`src/rtl/inc16_pkg.sv`:
```
// Shared types for the round-robin shared incrementer: datapath width,
// response register layout and the response-register state encoding.
package inc16_pkg;

    localparam int INC16_W  = 16;
    // Widest requester ID the block supports (NREQ up to 8).
    localparam int RSP_ID_W = 3;

    typedef enum logic {
        ST_EMPTY = 1'b0,
        ST_FULL  = 1'b1
    } rsp_state_t;

    typedef struct packed {
        logic [INC16_W-1:0]  data;
        logic                carry;
        logic [RSP_ID_W-1:0] id;
    } rsp_t;

endpackage

```
`src/rtl/add16_bit.sv`:
```
// Ripple-carry +1 adder. Only the 16-bit sum is exported; callers that need
// the carry-out derive it from the operand.
module add16_bit
    import inc16_pkg::*;
(
    input  logic [INC16_W-1:0] a,
    output logic [INC16_W-1:0] sum
);

    logic c;

    always_comb begin
        c   = 1'b1;
        sum = '0;
        for (int i = 0; i < INC16_W; i++) begin
            sum[i] = a[i] ^ c;
            c      = c & a[i];
        end
    end

endmodule

```
`src/rtl/inc16_rr_pick.sv`:
```
// Round-robin picker: first set request at or above the pointer, wrapping at
// NREQ-1 back to 0. Pure combinational.
module inc16_rr_pick
    import inc16_pkg::*;
#(
    parameter int NREQ = 4,
    parameter int IDW  = 2
) (
    input  logic [NREQ-1:0] req,
    input  logic [IDW-1:0]  ptr,
    output logic [NREQ-1:0] grant,
    output logic [IDW-1:0]  idx,
    output logic            any
);

    int             cand;
    logic [IDW-1:0] cand_idx;

    always_comb begin
        grant    = '0;
        idx      = '0;
        any      = 1'b0;
        cand     = 0;
        cand_idx = '0;
        for (int k = 0; k < NREQ; k++) begin
            cand = int'(ptr) + k;
            if (cand >= NREQ) begin
                cand = cand - NREQ;
            end
            cand_idx = IDW'(cand);
            if (!any && req[cand_idx]) begin
                any             = 1'b1;
                grant[cand_idx] = 1'b1;
                idx             = cand_idx;
            end
        end
    end

endmodule

```
`src/rtl/inc16_rr_arbiter.sv`:
```
// Shares one +1 incrementer among NREQ requesters with round-robin arbitration
// and a single registered valid/ready response carrying the requester ID.
module inc16_rr_arbiter
    import inc16_pkg::*;
#(
    parameter int NREQ = 4,
    parameter int IDW  = 2
) (
    input  logic                    clk,
    input  logic                    rst,
    input  logic [NREQ-1:0]         req_valid,
    input  logic [INC16_W*NREQ-1:0] req_data,
    output logic [NREQ-1:0]         req_ready,
    output logic                    rsp_valid,
    output logic [INC16_W-1:0]      rsp_data,
    output logic                    rsp_carry,
    output logic [IDW-1:0]          rsp_id,
    input  logic                    rsp_ready
);

    // Handshake: a transfer happens on a channel in any cycle where both its
    // valid and ready are high; a producer holds valid and payload until then.

    logic [1:0] rst_sync;
    logic       rst_int;

    // Reset asserts immediately and releases two clock edges later.
    always_ff @(posedge clk or posedge rst) begin
        if (rst) begin
            rst_sync <= 2'b11;
        end else begin
            rst_sync <= {rst_sync[0], 1'b0};
        end
    end

    assign rst_int = rst_sync[1];

    rsp_state_t         state_q;
    rsp_state_t         state_d;
    rsp_t               rsp_q;
    rsp_t               rsp_d;
    logic [IDW-1:0]     ptr_q;
    logic [IDW-1:0]     pick_idx;
    logic [NREQ-1:0]    pick_onehot;
    logic               pick_any;
    logic               accept;
    logic               grant_en;
    logic [INC16_W-1:0] operand;
    logic [INC16_W-1:0] sum;
    logic               unused_id_bits;

    inc16_rr_pick #(
        .NREQ (NREQ),
        .IDW  (IDW)
    ) u_pick (
        .req   (req_valid),
        .ptr   (ptr_q),
        .grant (pick_onehot),
        .idx   (pick_idx),
        .any   (pick_any)
    );

    assign rsp_valid = (state_q == ST_FULL);
    assign accept    = ~rsp_valid | rsp_ready;
    assign grant_en  = accept & pick_any & ~rst_int;
    assign req_ready = grant_en ? pick_onehot : '0;

    always_comb begin
        operand = '0;
        for (int i = 0; i < NREQ; i++) begin
            if (pick_onehot[i]) begin
                operand = req_data[i*INC16_W +: INC16_W];
            end
        end
    end

    add16_bit u_add (
        .a   (operand),
        .sum (sum)
    );

    // The adder hides its carry-out; it is set exactly when the operand is all ones.
    always_comb begin
        rsp_d       = rsp_q;
        rsp_d.data  = sum;
        rsp_d.carry = &operand;
        rsp_d.id    = RSP_ID_W'(pick_idx);
    end

    always_comb begin
        state_d = state_q;
        case (state_q)
            ST_EMPTY: if (grant_en) state_d = ST_FULL;
            ST_FULL: begin
                if (grant_en) begin
                    state_d = ST_FULL;
                end else if (rsp_ready) begin
                    state_d = ST_EMPTY;
                end
            end
            default: state_d = ST_EMPTY;
        endcase
    end

    always_ff @(posedge clk or posedge rst_int) begin
        if (rst_int) begin
            state_q <= ST_EMPTY;
            rsp_q   <= '0;
            ptr_q   <= '0;
        end else begin
            state_q <= state_d;
            if (grant_en) begin
                rsp_q <= rsp_d;
                ptr_q <= (pick_idx == IDW'(NREQ - 1)) ? '0 : pick_idx + IDW'(1);
            end
        end
    end

    assign rsp_data       = rsp_q.data;
    assign rsp_carry      = rsp_q.carry;
    assign rsp_id         = rsp_q.id[IDW-1:0];
    assign unused_id_bits = ^rsp_q.id;

endmodule

```
`config.mk`:
```
export PLATFORM = sky130hd
export DESIGN_NAME = inc16_rr_arbiter
export DESIGN_NICKNAME = d
export VERILOG_FILES = /design/src/rtl/inc16_pkg.sv /design/src/rtl/add16_bit.sv /design/src/rtl/inc16_rr_pick.sv /design/src/rtl/inc16_rr_arbiter.sv
export SDC_FILE = /design/constraint.sdc
export NUM_CORES = 1
export LEC_CHECK = 0
export ABC_AREA = 0
export BUFFER_PORTS_ARGS = -buffer_cell sky130_fd_sc_hd__buf_4
export CAP_MARGIN = 15
export CORE_AREA = 4 4 78 80
export DETAILED_ROUTE_END_ITERATION = 10
export DIE_AREA = 0 0 82 84
export HOLD_SLACK_MARGIN = 0.1
export PLACE_DENSITY = 0.78
export SLEW_MARGIN = 20
export SYNTH_ARGS = -nofsm -noshare
export SYNTH_HDL_FRONTEND = slang
export SYNTH_SLANG_ARGS = --single-unit
export TNS_END_PERCENT = 5
```
`constraint.sdc`:
```
create_clock -name clk -period 3.8 [get_ports clk]
set_input_delay 0.38 -clock clk [delete_from_list [all_inputs] [get_ports clk]]
set_output_delay 0.38 -clock clk [all_outputs]
set_load 0.02 [all_outputs]
```
==> metrics.txt <==
Tcrit/Tclk final 1.33; Post-Route WL 8.22 mm; CTS tree done; ys async rst share 1.00; Worst-Margin Slew 0.957 ns; TNS Setup -7.64 ns; Slew HR 0.361; Tightest Hold Check Type primary input to asynchronous set/reset pin; Post-Route M1 WL 3.71 mm; Hold Vio Cnt, Final 0; critical path fanouts, max 6; Bufs and invs on worst path 1; share of cells above drive strength 1 0.442; initial antenna violation count 0; post-layout min period 5.07 ns; average wire per standard cell 16.1 µm; GRT Util Overall 0.240; commonest non-fill, non-tap cell in the layout buf_4; met2 WL post-DR 3.87 mm; synth warn 0; clk slew on worst S/H paths 0.08 ns; Startpoint Class flop; DRC errors left 0; Peak supply drop 0.569 mV; CP most frequent cell ha_4; Mapped Cells 310; endpoints failing setup 12; Synth cell types 50; # Max-Cap Violations 0; post-route ant nets 0; DRT Pass-1 Iters 4; DR top layer met4; power per cell area 1000 nW/µm²; Avg Cell Area, Syn 8.07 µm²; cell area after synthesis 2500 µm²; Synth Register Bits 24; vias in the first global route 2,908; Post-synth EDFFs 0; vias per cell 5.39; Worst setup EP type flop; crit path max-delay cell type mux4_2; # H-tree levels 1; fmax 197 MHz; Area growth syn-to-layout 54.5%; CTS sink cnt 24; die span in x 82 µm; Total Power 3.87 mW; final worst slack -1.27 ns; fin nets 532; routed wl met3 454 µm; Final GP Congestion 0.957; Pleak 1.89 nW; clk buf depth 2; row cnt 27; worst skew pair latency 0.27 ns; violated checks setup timing; CTS Buf Count 3; die height 84 µm; status finished with violations; Core Area 5410 µm²; initial drt markers 204; top_reg_cell synth dfrtp_1; # port buffers 94; DR vias 2,752; worst slack, placed -1.35 ns; Critical Path RT 3.92 ns; clk_skew 0.00211 ns; first-pass GRT wire length 13.1 mm; post-DP HPWL 6.64 mm; syn_nets 402; RSZ-0062 raised after global routing yes; Die ar. 6890 µm²; R2R setup slack -1.27 ns; antenna fix cells 0; Starting Density 0.463; Worst path max stage delay 0.59 ns; critical path arrival 5.19 ns; sequential area share after synthesis 0.241; most frequent cells in the layout buf_4, nand2_1, dfrtp_1, inv_1, o21ai_0; Crit Path Class flop to flop; I/O pin count 95; CTS root buf clkbuf_8; crit-path leading delay family adder cells; global route total overflow 0; final-report max-slew violation count 0; largest net degree at the start of global routing 30
[cell families (layout without fill, tap and decap cells)]
family,count (synthesis),after routing,share of synthesized area
xor gates and xnor gates,3,3,0.0105
and+or+nand+nor,121,121,0.219
adders and majority gates,21,21,0.105
buffers and inverters,44,172,0.0905
DFF,24,24,0.241
muxes,9,10,0.0530
other,1,1,0.00150
AOI/OAI and AO/OA,87,87,0.279
[power breakdown]
| part | internal (mW) | total (mW) | switching (mW) |
|---|---|---|---|
| registers | 0.358 | 0.414 | 0.0559 |
| clock network | 0.0925 | 0.170 | 0.0779 |
| logic | 1.55 | 3.28 | 1.74 |
[layer usage]
layer | vias up | track usage
met2 | 103 | 0.384
met1 | 1284 | 0.330
met5 | - | 0
met4 | 0 | 0.0861
li1 | 1348 | -
met3 | 17 | 0.0259
[metrics by stage]
| stage | hold WS [ns] | instances | instance area [µm²] | utilization |
|---|---|---|---|---|
| 2_1_floorplan | 0.292 | 310 | 2710 | - |
| 3_3_place_gp | 0.346 | 502 | 3720 | 0.689 |
| 3_5_place_dp | 0.354 | 502 | 3720 | 0.689 |
| 4_1_cts | 0.130 | 510 | 3850 | 0.712 |
| 5_1_grt | 0.153 | 511 | 3860 | 0.715 |
| 6_report | 0.132 | 511 | 3860 | 0.715 |
[sequential cells by signal, indices dropped and copies added (netlist names), named ones only]
register and count:
rsp_data 16, rsp_valid 1, rst_sync 2, ptr_q 1
rsp_id 2, rsp_carry 1
[worst paths after layout]
| check | startpoint | to | cells past startpoint |
|---|---|---|---|
| min in group clk | rst_sync[0] | rst_sync[1] | 0 |
| max in group asynchronous | rst_sync[1] | rsp_data[7] | 1 |
| worst min-delay path | rst | rst_sync[0] | 2 |
| worst max register to register | flop | rsp_data[15] | 25 |
| worst max-delay path | flop | rsp_data[15] | 25 |
| worst min register to register | rst_sync[0] | rst_sync[1] | 0 |
[cells in the mapped netlist, types with 2 or more instances]
library cell	number	area (µm²)
a21boi_1	3	22.5
a2111oi_2	4	60.1
and3b_1	2	17.5
buf_6	6	67.6
inv_1	21	78.8
ha_1	21	263
and2_1	4	25.0
nor2_1	12	45.0
a21o_1	7	52.6
o21ai_1	2	10.0
nor2b_1	2	12.5
xnor2_1	3	26.3
o211ai_1	2	15.0
a2111o_1	2	22.5
or3_1	6	37.5
nor3b_1	8	60.1
a221oi_1	3	26.3
a221o_1	3	30.0
mux2_2	4	45.0
clkbuf_1	8	30.0
o221ai_1	5	43.8
o311ai_0	2	17.5
buf_4	2	15.0
buf_2	7	35.0
mux4_2	2	45.0
nand2b_1	3	18.8
nand2_1	81	304
mux2i_1	2	20.0
dfstp_2	2	52.6
a21oi_1	10	50.1
a21boi_0	4	30.0
o311ai_1	3	26.3
o21a_1	7	52.6
o21ai_0	20	100
dfrtp_1	22	551
[timing repair]
action,CTS,global route
pin swaps,3,5
buffers inserted,3,1
gates resized for setup,5,6
endpoints found under the setup margin,12,13
cloned,1,0
hold buffers,0,0
[cell type report]
type	count	area [µm²]
fill	421	1540
clock buffer	4	55.1
timing repair buffer	147	1120
inverter	21	82.6
tap	72	90.1
sequential	24	603
multi-input combinational	243	1920
Power figures use the tool's default switching activity.
